File: config.mk
export PLATFORM = sky130hd
export DESIGN_NAME = i2s_tx
export DESIGN_NICKNAME = d
export VERILOG_FILES = /design/src/rtl/i2s_tx.sv
export SDC_FILE = /design/constraint.sdc
export NUM_CORES = 1
export LEC_CHECK = 0
export CORE_MARGIN = 2
export CORE_UTILIZATION = 25
export DETAILED_ROUTE_END_ITERATION = 8
export DONT_BUFFER_PORTS = 1
export PLACE_DENSITY = 0.43
export SYNTH_ARGS = -nofsm -noshare
export SYNTH_HDL_FRONTEND = slang
export SYNTH_SLANG_ARGS = --single-unit
File: constraint.sdc
create_clock -name clock_in -period 2.6 [get_ports clock_in]
set_input_delay 0.13 -clock clock_in [delete_from_list [all_inputs] [get_ports clock_in]]
set_output_delay 0.13 -clock clock_in [all_outputs]
set_load 0.02 [all_outputs]
File: src/rtl/i2s_tx.sv
// i2s_tx: stereo I2S transmitter. bclk_in is sampled as data in the clock_in domain.
// Sample pairs arrive over valid/ready and are shifted out MSB-first.
module i2s_tx #(
  parameter int unsigned WIDTH = 16
) (
  input  logic             clock_in,
  input  logic             reset_n,
  input  logic             bclk_in,
  input  logic [WIDTH-1:0] sample_left,
  input  logic [WIDTH-1:0] sample_right,
  input  logic             sample_valid,
  output logic             sample_ready,
  output logic             bclk_out,
  output logic             lrclk,
  output logic             sdata,
  output logic             underrun
);

  localparam int unsigned Slots = 2 * WIDTH;
  localparam int unsigned KW    = $clog2(Slots);
  localparam logic [KW-1:0] KLast = KW'(Slots - 1);
  localparam logic [KW-1:0] KHalf = KW'(WIDTH);

  typedef enum logic [0:0] {StIdle, StRun} state_e;

  logic             s1_q, s2_q, s3_q;
  logic             fall_q;
  logic [Slots-1:0] hold_q;
  logic             full_q;
  logic [Slots-1:0] shreg_q;
  logic [KW-1:0]    k_q;
  state_e           state_q;
  logic             sdata_q, lrclk_q, underrun_q;
  logic             capture;
  logic             slot0;

  // Two-flop synchroniser plus delay flop; fall_q acts one cycle after bclk_out falls,
  // so data moves away from the codec's sampling (rising) edge.
  always_ff @(posedge clock_in or negedge reset_n) begin
    if (!reset_n) begin
      s1_q   <= 1'b0;
      s2_q   <= 1'b0;
      s3_q   <= 1'b0;
      fall_q <= 1'b0;
    end else begin
      s1_q   <= bclk_in;
      s2_q   <= s1_q;
      s3_q   <= s2_q;
      fall_q <= s3_q & ~s2_q;
    end
  end

  assign capture = sample_valid & ~full_q;
  // Slot 0 in RUN, or the first frame start out of IDLE once a pair is waiting.
  assign slot0   = fall_q && (k_q == '0) && ((state_q == StRun) || full_q);

  // Holding register: filled by the handshake, emptied by the slot-0 copy.
  always_ff @(posedge clock_in or negedge reset_n) begin
    if (!reset_n) begin
      hold_q <= '0;
      full_q <= 1'b0;
    end else if (capture) begin
      hold_q <= {sample_left, sample_right};
      full_q <= 1'b1;
    end else if (slot0) begin
      full_q <= 1'b0;
    end
  end

  // Frame FSM: slot counter, shifter and registered serial outputs.
  always_ff @(posedge clock_in or negedge reset_n) begin
    if (!reset_n) begin
      state_q    <= StIdle;
      k_q        <= '0;
      shreg_q    <= '0;
      sdata_q    <= 1'b0;
      lrclk_q    <= 1'b1;
      underrun_q <= 1'b0;
    end else begin
      underrun_q <= 1'b0;
      if (slot0) begin
        state_q <= StRun;
        sdata_q <= shreg_q[Slots-1];
        lrclk_q <= 1'b0;
        k_q     <= KW'(1);
        if (full_q) begin
          shreg_q <= hold_q;
        end else begin
          shreg_q    <= '0;
          underrun_q <= 1'b1;
        end
      end else if (fall_q && (state_q == StRun)) begin
        sdata_q <= shreg_q[Slots-1];
        shreg_q <= {shreg_q[Slots-2:0], 1'b0};
        lrclk_q <= (k_q >= KHalf);
        k_q     <= (k_q == KLast) ? '0 : k_q + KW'(1);
      end
    end
  end

  assign sample_ready = ~full_q;
  assign bclk_out     = s3_q;
  assign lrclk        = lrclk_q;
  assign sdata        = sdata_q;
  assign underrun     = underrun_q;

endmodule

==> summary.md <==
* core occupancy in the finished layout: 0.316
* count of clock tree sinks: 78
* vias in the first global route: 2575
* post-synth cell types: 30
* wire length of the first global-routing pass: 13500 um
* die boundary height: 124 um
* Power Total: 0.00421 W
* Detailed Route WL: 8190 um
* initial core utilization: 0.257
* WP buf/inv: 0
* number of placement rows: 43
* cts repair resizes: 0
* clock latency on the worst-skew pair: 0.33 ns
* Area Growth Syn to Fin: 23.0%
* mean area per synthesized cell: 12.9 um^2
* stages on the worst setup path: 5
* Worst Slack Setup Final: 0.687 ns
* number of antenna violations at the first check in global routing: 0
* portion of total power attributed to sequential cells: 0.501
* largest incremental delay on the critical path: 0.63 ns
* maximum number of pins on one net before global-route repair: 79
* fin crit share: 0.736
* Clock power frac: 0.261
* H-tree lvl count: 3
* slowest CP cell: sky130_fd_sc_hd__or4b_2
* ranking of synthesized cells by instance count: sky130_fd_sc_hd__dfrtp_1, sky130_fd_sc_hd__nand3_1, sky130_fd_sc_hd__mux2_2, sky130_fd_sc_hd__o32ai_1, sky130_fd_sc_hd__clkbuf_1
* count of final setup violators: 0
* Internal Dissipation: 0.00302 W
* max_slew headroom: 0.667
* aggregate global-route resource usage: 0.115
* run status: completed
* final count of hold timing violations: 0
* most frequent cell on the critical path: sky130_fd_sc_hd__ha_1
* critical path fanouts, max: 5
* final weighted congestion in routability-driven placement: 0.709
* Detail Placement HPWL: 4890 um
* total of hold buffers inserted after clock tree synthesis: 36
* number of warning messages in the yosys log: 0
* top cell family by delay on the critical path: simple AND/OR/NAND/NOR gates
* DP Worst Slack: 0.680 ns
* async set or reset register ratio after synthesis: 1.00
* overall die area: 15300 um^2
* most instantiated library cell after synthesis: sky130_fd_sc_hd__dfrtp_1
* fraction of synthesized cell area taken by the top area cell type: 0.539
* number of buffers added by the clock tree synthesis step: 9
* post-CTS setup buffer count: 0
* instance count along the most critical hold path: 2
* mapped cell area: 3580 um^2
* switching fraction of total power: 0.284
* layout cell share with drive strength beyond 1: 0.262
* diodes inserted: 0
* unrepaired setup endpoints after global routing: no
* clock edge transition at the registers on the reported setup and hold paths: 0.06 ns
* Post-layout nets: 344
* Final Max Slew Viols: 0
* count of flip-flops with a built-in enable after synthesis: 0
* number of storage elements in the synthesis netlist: 78
* total congestion overflow: 0
* Tmin final: 1.91 ns
* required time worst endpoint: 2.85 ns
* top cell type by total area after synthesis: sky130_fd_sc_hd__dfrtp_1
* reported net switching power: 0.00119 W
* leakage dissipation: 1.62 nW
* kind of end point of the critical path: register
* io pins: 41
* fraction of the yosys area taken by sequential cells: 0.546
* Top FF cell, synth: sky130_fd_sc_hd__dfrtp_1
* Worst Setup Start Kind: register
* cells on worst reg2reg path: 5
* Maximum Capacitance Violations: 0
* Max rail drop VDD: 0.461 mV
* starting DRC count in detailed routing: 123
* PwrDens: 957 nW/um^2
* routed len/inst: 16.7 um
* DR pass1 iterations: 5
* Max Clk Rate: 0.523 GHz
* biggest area contributors in the synthesized netlist: sky130_fd_sc_hd__dfrtp_1, sky130_fd_sc_hd__mux2_2, sky130_fd_sc_hd__a2bb2oi_2
* clock root buffer: sky130_fd_sc_hd__clkbuf_16
* WP data arrival: 2.16 ns
* WS Path Type: reg -> reg
* Tightest Pin Transition: 0.500 ns
* setup skew after layout: 0.00588 ns
* Cells after Synth: 277
* Synthesized Nets: 316
* Die Wd: 124 um
* Hold Path Class: in -> reg
* routed vias: 2412
* port bufs: 0
* area of the core region: 13900 um^2
* CTS tree: done
* Fin Setup TNS: 0 ns
* Max clock buf depth: 2
* post-detailed-route via-to-cell ratio: 4.93
* CP cell instances: ha_1 -> and3_1 -> ha_1 -> or4b_2 -> o21ai_0
* Antenna Nets Post-Route: 0
* residual DRC count: 0
* part of the total power dissipated in combinational logic: 0.238
## through the flow
stage | cells | hold slack (ns) | instance area, um^2
6_report | 489 | 0.252 | 4400
2_1_floorplan | 277 | -0.166 | 3580
3_3_place_gp | 438 | -0.163 | 3770
5_1_grt | 489 | 0.241 | 4400
4_1_cts | 489 | 0.241 | 4400
3_5_place_dp | 438 | -0.164 | 3770
## worst paths after layout
check / slack (ns) / from / end
worst max-delay path: 0.69 / k_q[0] / k_q[2]
worst min-delay path: 0.25 / sample_valid / hold_q[21]
worst max register to register: 0.69 / k_q[0] / k_q[2]
worst min register to register: 0.35 / s1_q / s2_q
max in group asynchronous: 1.88 / reset_n / lrclk
min in group asynchronous: 0.39 / reset_n / shreg_q[24]
## metal layers
metal	wire length, um	part of all wire	track usage
met1	3940	0.48	0.152
met2	3940	0.48	0.184
met3	204	0.025	0.0307
met4	99	0.012	0.0384
met5	0	0	0
## flip-flops by register name, indices dropped and copies added, names as in the netlist
signal and count:
full_q 1, shreg_q 32, s1_q 1, lrclk 1
bclk_out 1, k_q 5, fall_q 1, sdata 1
hold_q 32, s2_q 1, underrun 1, state_q 1
## cells by family after synthesis
| kind of cell | synth area share |
|---|---|
| and+or+nand+nor | 0.0812 |
| AOI/OAI and AO/OA | 0.208 |
| DFF | 0.546 |
| buffers and inverters | 0.0441 |
| muxes | 0.110 |
| adders and majority gates | 0.0105 |
## cells in the final DEF (no fill, tap or decap), types with 2 or more instances in the layout
cell | netlist | layout
sky130_fd_sc_hd__dfrtp_1 | 77 | 77
sky130_fd_sc_hd__nand3_1 | 35 | 35
sky130_fd_sc_hd__dlygate4sd3_1 | 0 | 35
sky130_fd_sc_hd__mux2_2 | 32 | 32
sky130_fd_sc_hd__o32ai_1 | 31 | 31
sky130_fd_sc_hd__a2bb2oi_2 | 20 | 20
sky130_fd_sc_hd__a2bb2oi_1 | 11 | 11
sky130_fd_sc_hd__buf_4 | 0 | 10
sky130_fd_sc_hd__clkbuf_16 | 0 | 9
sky130_fd_sc_hd__o21ai_0 | 5 | 5
sky130_fd_sc_hd__inv_1 | 4 | 4
sky130_fd_sc_hd__nand2_1 | 4 | 4
sky130_fd_sc_hd__clkbuf_1 | 22 | 4
sky130_fd_sc_hd__a21oi_1 | 3 | 3
sky130_fd_sc_hd__ha_1 | 3 | 3
sky130_fd_sc_hd__and3b_1 | 2 | 2
sky130_fd_sc_hd__nor2_1 | 3 | 2
sky130_fd_sc_hd__a21o_1 | 2 | 2
sky130_fd_sc_hd__mux2_1 | 2 | 2
sky130_fd_sc_hd__clkinv_2 | 0 | 2
## layout make-up
class	count	area [um^2]
fill	1413	9540
sequential	78	1950
multi-input combinational	165	1480
timing repair buffer	47	473
clock buffer	13	240
tap	180	225
inverter	4	15.0
clock inverter	2	10.0
## worst register-to-register path, delay by kind of cell, from the launching register on
family / cells / cell delay, ns
and+or+nand+nor: 2 / 0.82
adders and majority gates: 2 / 0.46
DFF: 1 / 0.41
AOI/OAI and AO/OA: 1 / 0.15
## power by group through the flow
stage               combinational [W]  sequential [W]  clock (W)
floorplan                    0.000843         0.00201          0
global placement             0.000916         0.00212          0
detailed placement           0.000941         0.00213          0
CTS                           0.00102         0.00211    0.00114
global route                  0.00110         0.00219    0.00119
finish                        0.00100         0.00211    0.00110
Note: power is estimated with default switching activity, not from simulation.
